--- src/rtl/fetch_queue_stage.sv ---
// Sequential instruction fetch stage: credit-limited request issue, in-order
// prefetch queue of {pc, inst}, and branch redirect with stale-response discard.
module fetch_queue_stage #(
    parameter int                ADDR_W   = 16,
    parameter int                INST_W   = 32,
    parameter int                DEPTH    = 4,
    parameter int                PC_STEP  = 4,
    parameter logic [ADDR_W-1:0] RESET_PC = {ADDR_W{1'b0}}
) (
    input  logic              clk,
    input  logic              reset,
    input  logic              branch_taken,
    input  logic [ADDR_W-1:0] target_pc,
    output logic              mem_req,
    output logic [ADDR_W-1:0] mem_addr,
    input  logic              mem_gnt,
    input  logic              mem_rvalid,
    input  logic [INST_W-1:0] mem_rdata,
    output logic              decode_valid,
    output logic [ADDR_W-1:0] decode_pc,
    output logic [INST_W-1:0] decode_inst,
    input  logic              decode_ready
);

    localparam int CW = $clog2(DEPTH + 1);
    localparam int PW = $clog2(DEPTH);
    localparam int SW = CW + 2;

    logic [ADDR_W-1:0] r_pc;
    logic [ADDR_W-1:0] r_rsp_pc;
    logic [ADDR_W-1:0] r_fifo_pc   [DEPTH];
    logic [INST_W-1:0] r_fifo_inst [DEPTH];
    logic [PW-1:0]     r_wr_ptr;
    logic [PW-1:0]     r_rd_ptr;
    logic [CW-1:0]     r_cnt;
    logic [CW-1:0]     r_outst;
    logic [CW-1:0]     r_disc;
    logic              r_mem_req;

    logic              w_issue;
    logic              w_accept;
    logic              w_drop;
    logic              w_pop;
    logic              w_decode_valid;
    logic [CW-1:0]     w_cnt_nxt;
    logic [CW-1:0]     w_outst_nxt;
    logic [CW-1:0]     w_disc_nxt;
    logic [SW-1:0]     w_credit_sum;
    logic              w_mem_req_nxt;

    assign w_decode_valid = (r_cnt != {CW{1'b0}});
    assign mem_req        = r_mem_req;
    assign mem_addr       = r_pc;
    assign decode_valid   = w_decode_valid;
    assign decode_pc      = w_decode_valid ? r_fifo_pc[r_rd_ptr]   : {ADDR_W{1'b0}};
    assign decode_inst    = w_decode_valid ? r_fifo_inst[r_rd_ptr] : {INST_W{1'b0}};

    // Next-state counters; a redirect turns every request still in flight into a discard.
    always_comb begin
        w_issue  = r_mem_req & mem_gnt;
        w_accept = mem_rvalid & (r_disc == {CW{1'b0}});
        w_drop   = mem_rvalid & (r_disc != {CW{1'b0}});
        w_pop    = w_decode_valid & decode_ready;
        if (branch_taken) begin
            w_cnt_nxt   = {CW{1'b0}};
            w_outst_nxt = {CW{1'b0}};
            w_disc_nxt  = r_disc + r_outst + CW'(w_issue) - CW'(mem_rvalid);
        end else begin
            w_cnt_nxt   = r_cnt + CW'(w_accept) - CW'(w_pop);
            w_outst_nxt = r_outst + CW'(w_issue) - CW'(w_accept);
            w_disc_nxt  = r_disc - CW'(w_drop);
        end
        w_credit_sum  = SW'(w_cnt_nxt) + SW'(w_outst_nxt) + SW'(w_disc_nxt);
        w_mem_req_nxt = (w_credit_sum < SW'(DEPTH));
    end

    // Control state: pcs, pointers, occupancy/credit counters and the registered request.
    always_ff @(posedge clk or posedge reset) begin
        if (reset) begin
            r_pc      <= RESET_PC;
            r_rsp_pc  <= RESET_PC;
            r_wr_ptr  <= {PW{1'b0}};
            r_rd_ptr  <= {PW{1'b0}};
            r_cnt     <= {CW{1'b0}};
            r_outst   <= {CW{1'b0}};
            r_disc    <= {CW{1'b0}};
            r_mem_req <= 1'b0;
        end else begin
            r_cnt     <= w_cnt_nxt;
            r_outst   <= w_outst_nxt;
            r_disc    <= w_disc_nxt;
            r_mem_req <= w_mem_req_nxt;
            if (branch_taken) begin
                r_pc     <= target_pc;
                r_rsp_pc <= target_pc;
                r_wr_ptr <= {PW{1'b0}};
                r_rd_ptr <= {PW{1'b0}};
            end else begin
                if (w_issue) begin
                    r_pc <= r_pc + ADDR_W'(PC_STEP);
                end
                if (w_accept) begin
                    r_rsp_pc <= r_rsp_pc + ADDR_W'(PC_STEP);
                    r_wr_ptr <= r_wr_ptr + PW'(1);
                end
                if (w_pop) begin
                    r_rd_ptr <= r_rd_ptr + PW'(1);
                end
            end
        end
    end

    // Queue storage; validity is carried by r_cnt, so the array itself needs no reset.
    always_ff @(posedge clk) begin
        if (w_accept && !branch_taken) begin
            r_fifo_pc[r_wr_ptr]   <= r_rsp_pc;
            r_fifo_inst[r_wr_ptr] <= mem_rdata;
        end
    end

endmodule

--- config.mk ---
export PLATFORM = sky130hd
export DESIGN_NAME = fetch_queue_stage
export DESIGN_NICKNAME = d
export VERILOG_FILES = /design/src/rtl/fetch_queue_stage.sv
export SDC_FILE = /design/constraint.sdc
export NUM_CORES = 1
export LEC_CHECK = 0
export ABC_AREA = 0
export CAP_MARGIN = 40
export CORE_ASPECT_RATIO = 0.6
export CORE_MARGIN = 3
export CORE_UTILIZATION = 58
export DETAILED_ROUTE_END_ITERATION = 6
export PLACE_DENSITY_LB_ADDON = 0.3
export REMOVE_ABC_BUFFERS = 1
export SKIP_LAST_GASP = 1
export SLEW_MARGIN = 20
export SYNTH_ARGS = -nofsm -noshare
export SYNTH_HDL_FRONTEND = slang
export SYNTH_SLANG_ARGS = --single-unit
export TNS_END_PERCENT = 20
--- constraint.sdc ---
create_clock -name clk -period 7.6 [get_ports clk]
set_input_delay 1.52 -clock clk [delete_from_list [all_inputs] [get_ports clk]]
set_output_delay 1.52 -clock clk [all_outputs]
set_load 0.01 [all_outputs]
== Yosys cells after proc, flatten, opt, wreduce, memory -nomap -nowiden ==
Memories as Yosys holds them, arrays and structs flattened.
Index checks and enable logic that the tools add are counted.

* Register bits after elaboration: 46
* RAM bits: 192
* Bits of input ports: 54
* Word-level logic and storage cells: 52
* Memories: 2

* $add $sub $neg: 14
* Order comparisons: 1
* Muxes and demuxes: 15
* Bitwise gates (word level): 4
* Reductions and logical operators: 8

{| class="wikitable"
|+ Memories
! memory !! depth !! bits a word !! read ports !! clocked after Yosys merged registers in !! write ports !! RTL line !! text
|-
| r_fifo_inst || 4 || 32 || 1 || 0 || 1 || 32 || <nowiki>logic [INST_W-1:0] r_fifo_inst [DEPTH];</nowiki>
|-
| r_fifo_pc || 4 || 16 || 1 || 0 || 1 || 31 || <nowiki>logic [ADDR_W-1:0] r_fifo_pc [DEPTH];</nowiki>
|}

{| class="wikitable"
|+ Operators with widths
! operator !! number
|-
| 16-bit 2-to-1 mux || 5
|-
| 16-bit by 3-bit adder with 16-bit output (second input constant) || 2
|-
| 32-bit 2-to-1 mux || 1
|-
| 3-bit by 1-bit subtractor with 3-bit output || 4
|-
| 3-bit by 1-bit adder with 3-bit output || 3
|-
| 3-bit 2-to-1 mux || 3
|-
| 2-bit 2-to-1 mux || 4
|-
| 2-bit nonzero test || 3
|-
| 3-bit nonzero test || 2
|-
| 4-bit by 3-bit adder with 5-bit output || 1
|-
| 5-bit by 3-bit < comparator with 1-bit output (second input constant) || 1
|-
| 2-bit by 1-bit adder with 2-bit output (second input constant) || 2
|-
| 3-bit by 3-bit adder with 4-bit output || 1
|-
| 1-bit AND || 4
|-
| 3-bit adder || 1
|-
| 3-bit zero test || 1
|-
| 1-bit 2-to-1 mux || 2
|-
| 1-bit logical AND || 1
|-
| 1-bit zero test || 1
|}

== Longest topological paths before layout ==
Gate-level depths: netlist (run 1).

* Depth in word-level cells: 8
* Mapped depth: 15
* Gate-level depth less buffers: 14

== Worst setup path after synthesis (run 1) ==
Ideal clock, no wire load.

* Kind: input -> register
* Start point: input mem_rvalid
* End point: register r_mem_req, in the netlist mem_req
* Library setup time: 0.126 ns
* Data arrival time: 4.437 ns
* Slack: 3.037 ns
* Stages on the path: 13
* Buffers on the path: 1
* Path through: or4b_4 buf_6 xnor2_1 ha_1 inv_1 fa_1 or2_2 fa_1 nor2_1 fa_1 nand3b_1 o21ai_0 o311a_1

* Word-level cells in the longest chain between the ends: 7
* Elaborated cells between the ends (all ways): 13
* Those cells by class: add/sub (7); order compare (1); mux (3); bitwise (2)

{| class="wikitable"
|+ Ends and longest elaborated chain
! element !! RTL line !! text
|-
| start, declared || 17 || <nowiki>input logic mem_rvalid,</nowiki>
|-
| 1-bit AND || 61 || <nowiki>w_accept = mem_rvalid & (r_disc == {CW{1'b0}});</nowiki>
|-
| 3-bit by 1-bit adder with 3-bit output || 69 || <nowiki>w_cnt_nxt = r_cnt + CW'(w_accept) - CW'(w_pop);</nowiki>
|-
| 3-bit by 1-bit subtractor with 3-bit output || 69 ||
|-
| 3-bit 2-to-1 mux || 64 || <nowiki>if (branch_taken) begin</nowiki>
|-
| 3-bit by 3-bit adder with 4-bit output || 73 || <nowiki>w_credit_sum = SW'(w_cnt_nxt) + SW'(w_outst_nxt) + SW'(w_disc_nxt);</nowiki>
|-
| 4-bit by 3-bit adder with 5-bit output (*) || 73 ||
|-
| 5-bit by 3-bit < comparator with 1-bit output (*) || 74 || <nowiki>w_mem_req_nxt = (w_credit_sum < SW'(DEPTH));</nowiki>
|-
| net w_mem_req_nxt || 49 || <nowiki>logic w_mem_req_nxt;</nowiki>
|-
| end signal, assigned || 92 || <nowiki>r_mem_req <= w_mem_req_nxt;</nowiki>
|-
| end, declared || 38 || <nowiki>logic r_mem_req;</nowiki>
|}

The timed path passes the listed nets; every way through them passes the cells marked *.
A chain may end at the register's enable or synchronous reset.

== Final worst setup path (run 1) ==
Same ends and word-level chain as after synthesis.

==> metrics.yaml, run 1 <==
timing:
  finClkSkew_ns: 0.0158
  fin_crit_ns: 4.80
  relSlewSlack: 0.498
  worst_pin_slew_ns: 0.753
  slew_violations: 0
  setup_ws_ns: 2.80
  final-setup-viol-count: 0
  finalCritPeriodShare: 0.631
  fin_setup_tns_ns: 0
  grt_setup_unrepaired: "no"
  fmax_mhz: 209
  hold_viol: 0
clocking:
  cts_tree: "done"
  ctsHoldBuffers: 0
  cts_resized: 0
  cts_buffers: 22
  cts_sinks: 238
  cts_setup_buffers: 0
  htreeDepth: 1
  clk_path_buf_depth: 3
  clock_latency_ns: 0.50
  cts_root_buffer: "clkbuf_16"
  path_clk_slew_ns: 0.06
worst_setup_path:
  cp-start-kind: "primary input"
  cpMaxStageDelayCell: "or4b_4"
  worst_path_largest_cell_delay_ns: 0.60
  r2r_start: "r_cnt[1]"
  critical_path_buf_inv_count: 2
  critical_path_class: "in2reg"
  worstPathMaxFanout: 12
  critical_path_required_ns: 7.97
  cp_top_family: "adder cells"
  crit_chain: "clkdlybuf4s50_1, or4b_4, xnor2_1, ha_1, inv_1, fa_1, or2_2, fa_1, nor2_1, fa_1, nand3b_1, o21ai_0, o311a_1"
  worst_setup_path_end_kind: "register"
  cp_common_cell: "fa_1"
  crit_start: "mem_rvalid"
  crit_arrival_ns: 5.17
global_route:
  antenna_found_initial: 0
  grt_pass1_wl_um: 30700
  overflow: 0
  grtUsageTotal: 0.210
  grt_pass1_vias: 5634
  grt_max_degree: 50
logic_synthesis:
  synthTopCellsByArea: "edfxtp_1 (58%), dfrtp_1 (12%), mux4_2 (11%)"
  synth-compound-area-share: 0.0173
  synthFlopType: "edfxtp_1"
  synth-edff-count: 192
  synth_top_family_by_area: "multiplexers"
  synthAdderAreaFrac: 0.0316
  yosys.area.top_type: "edfxtp_1"
  synthSimpleGateAreaFrac: 0.0768
  synth_area_per_cell_sq_um: 17.6
  synth-xor-area-share: 0.0272
  synthArstFlopShare: 0.193
  synth_area_sq_um: 9970
  synth-seq-cells: 238
  synth_cells: 568
  synthDominantCellAreaShare: 0.578
  synth_cell_types: 43
  yosys-mux-area-fraction: 0.133
  yosysSeqAreaShare: 0.694
  yosysWarnings: 0
outcome:
  status: "finished clean"
routing:
  antenna_left: 0
  wire_per_inst_um: 20.6
  drt_iter0_drc: 489
  routed_wl_um: 19300
  drc: 0
  viasPerCell: 5.74
  drt-pass1-iter-count: 5
  vias: 5391
floorplanning:
  initial_core_util: 0.603
  rows: 36
  io_pins: 120
  dieArea_sq_um: 18900
  die_h_um: 108
  core_sq_um: 16500
  die_w_um: 175
run:
  max_cap_viol_count: 0
finish:
  finalNonFillerCells: 939
  area_growth_syn_to_layout_pct: 21.5
  final_cell_mix: "edfxtp_1 (192), clkdlybuf4s50_1 (119), and2_1 (51)"
  final_common_cell: "edfxtp_1"
  antennaDiodeCount: 0
  final_core_util: 0.733
  drive_above_1_share: 0.167
  final_nets: 770
min_path:
  worst_hold_startpoint: "r_rsp_pc[0]"
  hp-class: "reg2reg"
place:
  dp.final_hpwl_um: 12100
  gp_congestion: 0.829
  place_ws_ns: 2.31
  portBuffers: 119
  place_inst: 899
power_and_ir_drop:
  p_per_area_nw_per_um2: 324
  leakage_nw: 4.15
  vdd_drop_max_mv: 0.236
sequential cells by signal, summed over array words and instances (netlist names):
register     cells
r_cnt            3
r_rd_ptr         2
mem_req          1
mem_addr        16
r_fifo_pc       64
r_disc           3
r_wr_ptr         2
r_rsp_pc        16
r_outst          3
r_fifo_inst    128
metal layers:
metal,vias to the layer above,track usage,wire (um)
met2,168,0.343,9170
met4,0,0.0398,259
li1,2415,-,-
met5,-,0,0
met3,23,0.0426,1220
met1,2785,0.303,8690
area by class of cell:
cell class / instances / area [sq um]
multi-input combinational: 279 / 2860
inverter: 25 / 93.8
clock inverter: 6 / 32.5
clock buffer: 34 / 627
tap: 228 / 285
sequential: 238 / 6920
fill: 1004 / 4410
timing repair buffer: 129 / 1300
path summary, 6_finish.rpt:
| check | to | slack [ns] | depth (start not counted) |
|---|---|---|---|
| worst min-delay path | r_fifo_pc[2][0] | 0.53 | 0 |
| min in group asynchronous | r_disc[2] | 1.33 | 2 |
| worst max-delay path | mem_req | 2.80 | 13 |
| worst min register to register | r_fifo_pc[2][0] | 0.53 | 0 |
| max in group asynchronous | mem_addr[14] | 5.77 | 3 |
| worst max register to register | mem_req | 3.82 | 13 |
synth_stat cells, types with 10 or more instances:
master	n
nand2_1	14
dfrtp_1	46
xnor2_1	21
and2_1	51
ha_1	14
nor2_1	17
mux4_2	48
mux2_2	19
edfxtp_1	192
clkbuf_1	15
o21ai_0	10
inv_1	24
xor2_1	10
metrics by stage:
step                      instance area (sq um)  hold slack [ns]  total power [mW]
after global routing                      12100            0.539              4.14
after CTS                                 12100            0.521              3.97
after floorplan                            9860            0.476              2.35
final                                     12100            0.528              3.93
after detailed placement                  11500            0.506              2.95
after global placement                    11400            0.491              2.87
logic make-up after synthesis:
logic type	Yosys count
buffers and inverters	51
XOR/XNOR	31
multiplexers	70
AND/OR/NAND/NOR	130
adder cells (fa/ha/maj)	21
flip-flops	238
AO/OA/AOI/OAI	27
report_power, final:
group / switching (mW) / internal [mW]
Combinational: 0.588 / 0.718
Sequential: 0.111 / 1.50
Clock: 0.446 / 0.570
worst register-to-register path: stages, from the launching register on:
cell and delay (ns):
dfrtp_1 0.43, or3_2 0.69, nand2_1 0.23, xnor2_1 0.15
ha_1 0.17, inv_1 0.05, fa_1 0.37, xnor2_1 0.14
nor2_1 0.17, fa_1 0.50, fa_1 0.48, nand3b_1 0.10
o21ai_0 0.08, o311a_1 0.13
Note: power is estimated with default switching activity, not from simulation.
==> run 2, diff against run 1 <==
--- a/config.mk
+++ b/config.mk
@@ -9,7 +9,7 @@
 export CAP_MARGIN = 40
 export CORE_ASPECT_RATIO = 0.6
 export CORE_MARGIN = 3
-export CORE_UTILIZATION = 58
+export CORE_UTILIZATION = 50
 export DETAILED_ROUTE_END_ITERATION = 6
 export PLACE_DENSITY_LB_ADDON = 0.3
 export REMOVE_ABC_BUFFERS = 1
==> constraint.sdc (replaced) <==
create_clock -name clk -period 4 [get_ports clk]
set_input_delay 0.8 -clock clk [delete_from_list [all_inputs] [get_ports clk]]
set_output_delay 0.8 -clock clk [all_outputs]
set_load 0.01 [all_outputs]
==> run 2 against run 1 <==
  * First-iteration DRC count is 1.2% lower
  * Final cell count is 5.3% higher
  * Via count is 1.2% higher
  * Sequential power is 89% higher
  * Design area is 2.0% higher
  * Clock skew is 0.0066 ns lower
  * Critical path depth is 1 lower
  * Clock-buffer cell count is 8 lower
  * Largest power group unchanged
  * Combinational power is 99% higher
  * Sequential share of layout area is 1.1 points lower
==> metrics.yaml, run 2 (same netlist as run 1, synthesis figures left out) <==
power_and_ir_drop:
  finalPower_mw: 7.70
  pwr-share-comb: 0.339
  vdd_drop_max_mv: 0.328
  leakage_nw: 4.25
  p_int_mw: 5.43
  p_per_area_nw_per_um2: 622
  seqPwrFrac: 0.395
  clockPowerShare: 0.265
  p_switching_mw: 2.27
  sw_frac_of_total: 0.295
worst_setup_path:
  critical_path_buf_inv_count: 3
  worstPathMaxFanout: 3
  cpMaxStageDelayCell: "fa_1"
  cp-start-kind: "primary input"
  critical_path_class: "in2reg"
  cp.depth: 12
  cp_top_family: "adder cells"
  crit_chain: "clkdlybuf4s50_1, or4b_4, xnor2_2, ha_1, inv_1, fa_1, or2_2, fa_1, nor2_2, fa_2, inv_1, o311a_1"
  worst_setup_path_end_kind: "register"
  r2r_start: "r_disc[1]"
  crit_arrival_ns: 4.26
  critical_path_required_ns: 4.37
  crit_start: "mem_rvalid"
  worst_path_largest_cell_delay_ns: 0.55
  reg2regPathDepth: 11
finish:
  final_common_cell: "edfxtp_1"
  largest_register_ffs: 128
  finalNonFillerCells: 989
  num-fill-cells: 1322
  final_nets: 782
  antennaDiodeCount: 0
  fin_area_sq_um: 12400
  max_flop_register: "r_fifo_inst"
  biggestRegsByFlops: "r_fifo_inst x128, r_fifo_pc x64"
  drive_above_1_share: 0.194
  area_growth_syn_to_layout_pct: 24.0
  final_cell_mix: "edfxtp_1 (192), clkdlybuf4s50_1 (119), and2_1 (51)"
routing:
  routed_wl_um: 20000
  drt-pass1-iter-count: 5
  viasPerCell: 5.51
  drc: 0
  wire_per_inst_um: 20.2
  drt_iter0_drc: 483
  vias: 5454
  antenna_left: 0
timing:
  hold_viol: 0
  grt_setup_unrepaired: "no"
  worst_pin_slew_ns: 0.580
  finClkSkew_ns: 0.00920
  fin_setup_tns_ns: 0
  final-setup-viol-count: 0
  fin_crit_ns: 3.89
  fmax_mhz: 257
  slew_violations: 0
  finalCritPeriodShare: 0.973
  relSlewSlack: 0.613
floorplanning:
  io_pins: 120
  rows: 39
  core_sq_um: 19300
  die_h_um: 115
  initial_core_util: 0.517
  die_w_um: 188
  dieArea_sq_um: 21700
clocking:
  cts_tree: "done"
  cts_setup_buffers: 0
  clock_latency_ns: 0.50
  path_clk_slew_ns: 0.07
  htreeDepth: 1
  clk_path_buf_depth: 3
  cts_resized: 0
  ctsHoldBuffers: 0
  cts_sinks: 238
  cts_root_buffer: "clkbuf_16"
  cts_buffers: 22
global_route:
  overflow: 0
  grtUsageTotal: 0.188
  grt_max_degree: 51
  grt_pass1_vias: 5893
  grt_pass1_wl_um: 31900
  antenna_found_initial: 0
place:
  dp.final_hpwl_um: 12800
  portBuffers: 119
  place_inst: 949
  gp_congestion: 0.818
  placement.cell_area_sq_um: 11600
min_path:
  hp-class: "reg2reg"
  worst_hold_startpoint: "r_rsp_pc[0]"
  hold_depth: 0
outcome:
  status: "finished clean"
run:
  max_cap_viol_count: 0
==> run 2: changes by cell type in the layout (fill, tap and decap cells not counted), moves of 2 or more <==
cell and change:
buf_4 +9, clkbuf_1 -7, clkinv_2 +3, buf_12 +2
bufinv_16 +2, clkinvlp_2 +2, o21ai_0 -2, o21ai_1 +2
==> run 2: cell type report <==
cell class	count	area (sq um)	share of cell area
flip-flops and latches	238	6920	0.560
multi-input cells	279	2870	0.232
repair buffers	141	1440	0.116
clock buffers	26	587	0.0474
well taps	266	333	0.0269
clock inverters	14	120	0.00971
inverters	25	93.8	0.00759
==> run 2: layer usage <==
metal	global-route usage	wire (um)	share of wire	up-vias
met5	0	0	0	-
li1	-	-	-	2452
met1	0.275	9370	0.47	2821
met3	0.0372	1090	0.054	22
met2	0.299	9250	0.46	159
met4	0.0402	259	0.013	0
==> run 2: metrics by stage <==
stage	hold WS [ns]	worst slack, ns	util
after floorplan	0.476	-0.156	-
after detailed placement	0.535	-0.394	0.604
after global routing	0.577	0.0258	0.642
after CTS	0.545	0.0685	0.641
after global placement	0.504	-0.310	0.603
final	0.547	0.108	0.642
==> run 2: worst paths after layout <==
path	slack, ns	endpoint
setup / recovery	0.11	mem_req
hold / removal	0.55	r_fifo_pc[1][0]
setup reg to reg	0.40	mem_req
hold reg to reg	0.55	r_fifo_pc[1][0]
max in group asynchronous	2.79	r_rsp_pc[15]
min in group asynchronous	0.69	r_outst[2]
==> run 2: power groups by stage <==
| stage | clock network (mW) | logic (mW) | registers [mW] |
|---|---|---|---|
| finish | 2.04 | 2.61 | 3.04 |
| global route | 2.20 | 2.83 | 3.07 |
| CTS | 2.09 | 2.60 | 3.04 |
| detailed placement | 0 | 2.57 | 3.09 |
| global placement | 0 | 2.47 | 3.08 |
| floorplan | 0 | 1.36 | 3.11 |
